==> config.mk <==
export PLATFORM = sky130hd
export DESIGN_NAME = bk_accum_ctrl_flat
export DESIGN_NICKNAME = d
export VERILOG_FILES = /design/src/rtl/bk_pkg.sv /design/src/rtl/bk_accum_ctrl_if.sv /design/src/rtl/bk_operand_pack.sv /design/src/rtl/bk_accum_ctrl.sv /design/src/flat_wrapper.sv
export SDC_FILE = /design/constraint.sdc
export NUM_CORES = 1
export LEC_CHECK = 0
export BUFFER_PORTS_ARGS = -buffer_cell sky130_fd_sc_hd__buf_4
export CAP_MARGIN = 20
export CORE_AREA = 8 8 78 80
export DETAILED_ROUTE_END_ITERATION = 8
export DIE_AREA = 0 0 86 88
export HOLD_SLACK_MARGIN = 0.05
export MAX_ROUTING_LAYER = met4
export PLACE_DENSITY = 0.69
export SYNTH_ARGS = -nofsm -noshare
export SYNTH_HDL_FRONTEND = slang
export SYNTH_HIERARCHICAL = 1
export SYNTH_SLANG_ARGS = --single-unit
==> constraint.sdc <==
create_clock -name clk -period 1.75 [get_ports clk]
set_clock_uncertainty 0.15 [all_clocks]
set_input_delay 0.0875 -clock clk [delete_from_list [all_inputs] [get_ports clk]]
set_output_delay 0.0875 -clock clk [all_outputs]
set_load 0.05 [all_outputs]
==> src/rtl/bk_pkg.sv <==
// Shared definitions for the Brent-Kung accumulator sequencer and its adder harness.
package bk_pkg;

  localparam int unsigned BK_WIDTH = 12;

  typedef enum logic [1:0] {
    IDLE = 2'd0,
    EVAL = 2'd1,
    HOLD = 2'd2
  } bk_state_e;

  // Operand bus ordering: even bits carry the accumulator, odd bits the sample.
  function automatic logic [2*BK_WIDTH-1:0] interleave(input logic [BK_WIDTH-1:0] a,
                                                       input logic [BK_WIDTH-1:0] b);
    logic [2*BK_WIDTH-1:0] bus;
    bus = '0;
    for (int i = 0; i < int'(BK_WIDTH); i++) begin
      bus[2*i]   = a[i];
      bus[2*i+1] = b[i];
    end
    return bus;
  endfunction

endpackage

==> src/rtl/bk_accum_ctrl_if.sv <==
// Sample stream, adder operand/sum bus and frame result stream.
interface bk_accum_ctrl_if #(
  parameter int unsigned WIDTH = bk_pkg::BK_WIDTH
);

  logic               in_valid;
  logic               in_ready;
  logic [WIDTH-1:0]   in_data;
  logic [2*WIDTH-1:0] add_ops;
  logic [WIDTH:0]     add_sum;
  logic               out_valid;
  logic               out_ready;
  logic [WIDTH-1:0]   out_acc;
  logic               out_ovf;
  logic [7:0]         out_count;

  // Sequencer side.
  modport slave (
    input  in_valid, in_data, add_sum, out_ready,
    output in_ready, add_ops, out_valid, out_acc, out_ovf, out_count
  );

  // Environment side: sample source, adder and result consumer.
  modport master (
    output in_valid, in_data, add_sum, out_ready,
    input  in_ready, add_ops, out_valid, out_acc, out_ovf, out_count
  );

endinterface

==> src/rtl/bk_operand_pack.sv <==
// Places accumulator and sample registers onto the interleaved adder operand bus.
module bk_operand_pack
  import bk_pkg::*;
(
  input  logic [BK_WIDTH-1:0]   acc,
  input  logic [BK_WIDTH-1:0]   op,
  output logic [2*BK_WIDTH-1:0] ops
);

  // Pure wiring; bit ordering lives in the shared function.
  assign ops = interleave(acc, op);

endmodule

==> src/rtl/bk_accum_ctrl.sv <==
// Frame accumulator that feeds and consumes an external combinational adder.
module bk_accum_ctrl
  import bk_pkg::*;
#(
  parameter int unsigned WIDTH = BK_WIDTH,
  parameter int unsigned FRAME = 16,
  parameter bit          SAT   = 1'b1
) (
  input  logic           clk,
  input  logic           rst_n,
  input  logic           clear,
  bk_accum_ctrl_if.slave bus
);

  localparam int unsigned CNT_W = 8;

  bk_state_e        state_q, state_d;
  logic [WIDTH-1:0] acc_q, acc_d;
  logic [WIDTH-1:0] op_q, op_d;
  logic [CNT_W-1:0] cnt_q, cnt_d;
  logic             ovf_q, ovf_d;
  logic             in_ready_q;
  logic             out_valid_q;
  logic [CNT_W-1:0] cnt_inc;

  assign cnt_inc = cnt_q + CNT_W'(1);

  // State and datapath registers; handshake flags are registered from the next state.
  always_ff @(posedge clk) begin
    if (!rst_n) begin
      state_q     <= IDLE;
      acc_q       <= '0;
      op_q        <= '0;
      cnt_q       <= '0;
      ovf_q       <= 1'b0;
      in_ready_q  <= 1'b1;
      out_valid_q <= 1'b0;
    end else begin
      state_q     <= state_d;
      acc_q       <= acc_d;
      op_q        <= op_d;
      cnt_q       <= cnt_d;
      ovf_q       <= ovf_d;
      in_ready_q  <= (state_d == IDLE);
      out_valid_q <= (state_d == HOLD);
    end
  end

  // Next-state and datapath update; clear overrides every state.
  always_comb begin
    state_d = state_q;
    acc_d   = acc_q;
    op_d    = op_q;
    cnt_d   = cnt_q;
    ovf_d   = ovf_q;

    if (clear) begin
      state_d = IDLE;
      acc_d   = '0;
      op_d    = '0;
      cnt_d   = '0;
      ovf_d   = 1'b0;
    end else begin
      unique case (state_q)
        IDLE: begin
          if (bus.in_valid) begin
            op_d    = bus.in_data;
            state_d = EVAL;
          end
        end
        EVAL: begin
          acc_d   = (SAT && bus.add_sum[WIDTH]) ? '1 : bus.add_sum[WIDTH-1:0];
          ovf_d   = ovf_q | bus.add_sum[WIDTH];
          cnt_d   = cnt_inc;
          state_d = (cnt_inc == CNT_W'(FRAME)) ? HOLD : IDLE;
        end
        HOLD: begin
          if (bus.out_ready) begin
            acc_d   = '0;
            cnt_d   = '0;
            ovf_d   = 1'b0;
            state_d = IDLE;
          end
        end
        default: state_d = IDLE;
      endcase
    end
  end

  bk_operand_pack u_pack (
    .acc (acc_q),
    .op  (op_q),
    .ops (bus.add_ops)
  );

  assign bus.in_ready  = in_ready_q;
  assign bus.out_valid = out_valid_q;
  assign bus.out_acc   = acc_q;
  assign bus.out_ovf   = ovf_q;
  assign bus.out_count = cnt_q;

endmodule

==> src/flat_wrapper.sv <==
// flat-port wrapper written by rule: the top's interface ports become plain ports
module bk_accum_ctrl_flat import bk_pkg::*;
#(
  parameter int unsigned WIDTH = BK_WIDTH,
  parameter int unsigned FRAME = 16,
  parameter bit          SAT   = 1'b1
)
  (clk, rst_n, clear, bus_in_valid, bus_in_data, bus_add_sum, bus_out_ready, bus_in_ready, bus_add_ops, bus_out_valid, bus_out_acc, bus_out_ovf, bus_out_count);
  bk_accum_ctrl_if #(.WIDTH(WIDTH)) bus_i ();
  input  logic clk;
  input  logic rst_n;
  input  logic clear;
  input wire logic [$bits(bus_i.in_valid)-1:0] bus_in_valid;
  input wire logic [$bits(bus_i.in_data)-1:0] bus_in_data;
  input wire logic [$bits(bus_i.add_sum)-1:0] bus_add_sum;
  input wire logic [$bits(bus_i.out_ready)-1:0] bus_out_ready;
  output wire logic [$bits(bus_i.in_ready)-1:0] bus_in_ready;
  output wire logic [$bits(bus_i.add_ops)-1:0] bus_add_ops;
  output wire logic [$bits(bus_i.out_valid)-1:0] bus_out_valid;
  output wire logic [$bits(bus_i.out_acc)-1:0] bus_out_acc;
  output wire logic [$bits(bus_i.out_ovf)-1:0] bus_out_ovf;
  output wire logic [$bits(bus_i.out_count)-1:0] bus_out_count;
  assign bus_i.in_valid = bus_in_valid;
  assign bus_i.in_data = bus_in_data;
  assign bus_i.add_sum = bus_add_sum;
  assign bus_i.out_ready = bus_out_ready;
  assign bus_in_ready = bus_i.in_ready;
  assign bus_add_ops = bus_i.add_ops;
  assign bus_out_valid = bus_i.out_valid;
  assign bus_out_acc = bus_i.out_acc;
  assign bus_out_ovf = bus_i.out_ovf;
  assign bus_out_count = bus_i.out_count;
  bk_accum_ctrl #(.WIDTH(WIDTH), .FRAME(FRAME), .SAT(SAT)) u_core (.clk(clk), .rst_n(rst_n), .clear(clear), .bus(bus_i));
endmodule
==> results.yml <==
min_path:
  hp-class: "in2reg"
  hold_end: "u_core/bus.out_acc[8]$_SDFFE_PP0P_"
  holdCritStartpoint: "bus_add_sum[12]"
  hold_path_depth: 3
synth:
  synth_edf_count: 0
  synthFlopType: "dfxtp_1"
  ys_seq_area_frac: 0.4274
  synth-seq-cells: 37
  synthCells: 213
  yosys_warnings: 6
  syn_area_um2: 1733
  synthArstFlopShare: 0
  synth_nets: 245
  syn_avg_cell_area_um2: 8.136
  synth.distinct_cells: 33
placement:
  place_ws_ns: -0.0006836
  io_buffers: 76
  gp_congestion: 0.7641
  dpl.cell_count: 330
  place_area_um2: 2213
  hpwl_um: 3283
final_layout:
  synthToLayoutAreaGrowth_pct: 49.60
  drive_gt1_frac: 0.3527
  nets: 324
  diodes: 0
  stdcell_count: 362
  fin_util: 0.5278
  final_area_um2: 2592
cts:
  clk_latency_ns: 0.28
  cts.sinks: 37
  cts.htree.levels: 2
  path_clk_slew_ns: 0.07
  cts_buffers: 5
  root_buffer: "clkbuf_8"
  cts_tree: "done"
  cts_setup_buffers: 0
  cts_buffer_depth: 2
timing:
  period_minus_slack_ns: 1.688
  setup_viol: 0
  max_slew.worst_pin.slew_ns: 0.4724
  whs_ns: 0.06786
  maxSlewViolCount: 0
  hold_viol: 0
  fmax_mhz: 592.5
  setup_slack_ns: 0.06218
  min_period_over_period: 0.9645
  slew_headroom: 0.6843
job:
  maxCapViolCount: 0
floorplan:
  die_area_um2: 7568
  initial_core_util: 0.3528
  die_w_um: 86
  ios: 77
  die_height_um: 88
  core_um2: 4912
  placementRows: 26
global_routing:
  grt_pass1_vias: 1624
  grt_pass1_wl_um: 7700
  grt_use_total: 0.1319
  antenna_found_initial: 0
  grt_overflow: 0
  grt_max_degree: 38
critical_path:
  endpoint_kind: "register"
  ff2ff_path_depth: 4
  cp_data_arrival_time_ns: 1.72
  critical_path.slowest_cell: "dfxtp_4"
  timing.rr.end: "u_core/bus.in_ready$_SDFF_PN1_"
  path_depth: 4
  worst_ep_required_time_ns: 1.78
  crit_buf_inv: 0
  worstPathCellList: "and4_1 -> a211oi_1 -> o2111ai_2 -> o22a_1"
  critPathLaunchType: "register"
  critPathMaxFanout: 6
  r2r_start: "u_core/bus.out_count[1]$_SDFFE_PP0P_"
  cp_top_family: "compound AO/OA/AOI/OAI gates"
  max_stage_delay_ns: 0.37
  critical_path_class: "reg2reg"
  r2r_setup_slack_ns: 0.06
detailed_routing:
  ant_nets: 0
  routed_wl_um: 4945
  wl_per_cell_um: 13.66
  drt_iter0_markers: 99
  drc_errors: 0
  dr.pass1.iters: 4
  via_count: 1660
  viasPerCell: 4.586
pwr:
  p_per_area_nw_per_um2: 722.0
  peakVddDrop_uv: 401.6
  p_leak_nw: 1.114
run_status:
  status: "completed"
[cells by family (layout without fill, tap and decap cells)]
kind of cell,Yosys count,count (layout),share of synthesized area
simple gates,71,71,0.1884
compound gates,61,61,0.2000
buf+inv,38,117,0.1495
flops,37,37,0.4274
xor+xnor,4,4,0.02022
fa+ha+maj,2,2,0.01444
[how the worst max path moves through the flow]
stage / to / slack [ns] / start
final: u_core/bus.in_ready$_SDFF_PN1_ / 0.06 / u_core/bus.out_count[1]$_SDFFE_PP0P_
after global routing: u_core/bus.in_ready$_SDFF_PN1_ / -0.005 / u_core/bus.out_count[0]$_SDFFE_PP0P_
after CTS: u_core/bus.in_ready$_SDFF_PN1_ / 0.02 / u_core/bus.out_count[0]$_SDFFE_PP0P_
after detailed placement: u_core/bus.in_ready$_SDFF_PN1_ / -0.0007 / u_core/bus.out_count[0]$_SDFFE_PP0P_
after global placement: u_core/bus.in_ready$_SDFF_PN1_ / 0.05 / u_core/bus.out_count[0]$_SDFFE_PP0P_
after floorplan: u_core/bus.in_ready$_SDFF_PN1_ / 0.02 / u_core/bus.out_count[0]$_SDFFE_PP0P_
[cell usage in the layout, fill, tap and decap left out]
cell type / synthesis / layout
a2111oi_0: 1 / 1
a211oi_1: 1 / 1
a21oi_1: 34 / 34
a21oi_4: 1 / 1
a22oi_1: 2 / 2
a31oi_1: 1 / 1
a41oi_1: 2 / 2
and2_1: 1 / 1
and3_1: 2 / 1
and3_2: 0 / 1
and4_1: 2 / 2
and4b_1: 1 / 1
buf_4: 26 / 85
bufinv_16: 0 / 1
clkbuf_8: 0 / 5
clkinv_2: 0 / 1
dfxtp_1: 37 / 32
dfxtp_2: 0 / 3
dfxtp_4: 0 / 2
dlygate4sd3_1: 0 / 25
ha_1: 2 / 1
ha_4: 0 / 1
nand2_1: 41 / 41
nand2b_1: 2 / 2
nand2b_4: 1 / 1
nand3_1: 2 / 2
nor2_1: 12 / 12
nor2b_1: 2 / 2
nor3_1: 2 / 2
nor3b_1: 2 / 2
o2111ai_2: 0 / 1
o21ai_0: 15 / 15
o22a_1: 1 / 1
o22ai_1: 2 / 2
or4_1: 1 / 1
xnor2_1: 1 / 1
xor2_1: 3 / 2
xor2_2: 0 / 1
[metal layers]
layer,wire [µm],track usage,vias to the layer above,share of wire
met2,2376,0.2211,52,0.48
li1,-,-,855,-
met3,343,0.04972,6,0.069
met1,2182,0.1437,747,0.44
met4,42,0.03344,0,0.0085
met5,0,-,-,0
[synth_stat cells (2+ instances only)]
| cell | number | area share |
|---|---|---|
| a21oi_1 | 34 | 0.098 |
| a22oi_1 | 2 | 0.0087 |
| a41oi_1 | 2 | 0.010 |
| and3_1 | 2 | 0.0072 |
| and4_1 | 2 | 0.010 |
| buf_1 | 2 | 0.0043 |
| buf_2 | 3 | 0.0087 |
| buf_4 | 26 | 0.11 |
| buf_6 | 2 | 0.013 |
| clkbuf_1 | 5 | 0.011 |
| dfxtp_1 | 37 | 0.43 |
| ha_1 | 2 | 0.014 |
| nand2_1 | 41 | 0.089 |
| nand2b_1 | 2 | 0.0072 |
| nand3_1 | 2 | 0.0058 |
| nor2_1 | 12 | 0.026 |
| nor2b_1 | 2 | 0.0072 |
| nor3_1 | 2 | 0.0058 |
| nor3b_1 | 2 | 0.0087 |
| o21ai_0 | 15 | 0.043 |
| o22ai_1 | 2 | 0.0072 |
| xor2_1 | 3 | 0.015 |
[where the power goes]
part	switching, mW	internal (mW)
Combinational	0.163	0.131
Sequential	0.0104	0.855
Clock	0.298	0.414
Total	0.471	1.40
[area by class of cell]
class	instances	area, µm²
Multi-Input combinational cell	138	760.7
Clock inverter	2	35.03
Fill cell	484	2320
Timing Repair Buffer	110	888.4
Sequential cell	37	752.0
Clock buffer	5	68.82
Tap cell	70	87.58
[through the flow]
step / setup TNS (ns) / power (mW)
2_1_floorplan: 0 / 1.047
3_3_place_gp: 0 / 1.132
3_5_place_dp: -0.0006836 / 1.134
4_1_cts: 0 / 1.895
5_1_grt: -0.004582 / 1.952
6_report: 0 / 1.872
[what timing repair did]
item                                    in CTS  in global routing
gates resized for setup                      2                  2
pin swaps                                    0                  1
endpoints found under the hold margin       28                  0
hold buffers                                25                  0
endpoints found under the setup margin       1                  3
cloned                                       0                  0
[worst reg2reg max path: cells and delay by family (launching register included)]
family / cells / cell delay, ns
AO/OA/AOI/OAI: 3 / 0.80
flip-flops: 1 / 0.37
AND/OR/NAND/NOR: 1 / 0.27
[state kept, by name (all words and copies together) (netlist names)]
register,cells
u_core/bus.in_ready,1
u_core/bus.out_acc,12
u_core/bus.out_count,8
u_core/bus.out_ovf,1
u_core/bus.out_valid,1
u_core/op_q,12
u_core/state_q,2
Power figures use the tool's default switching activity.
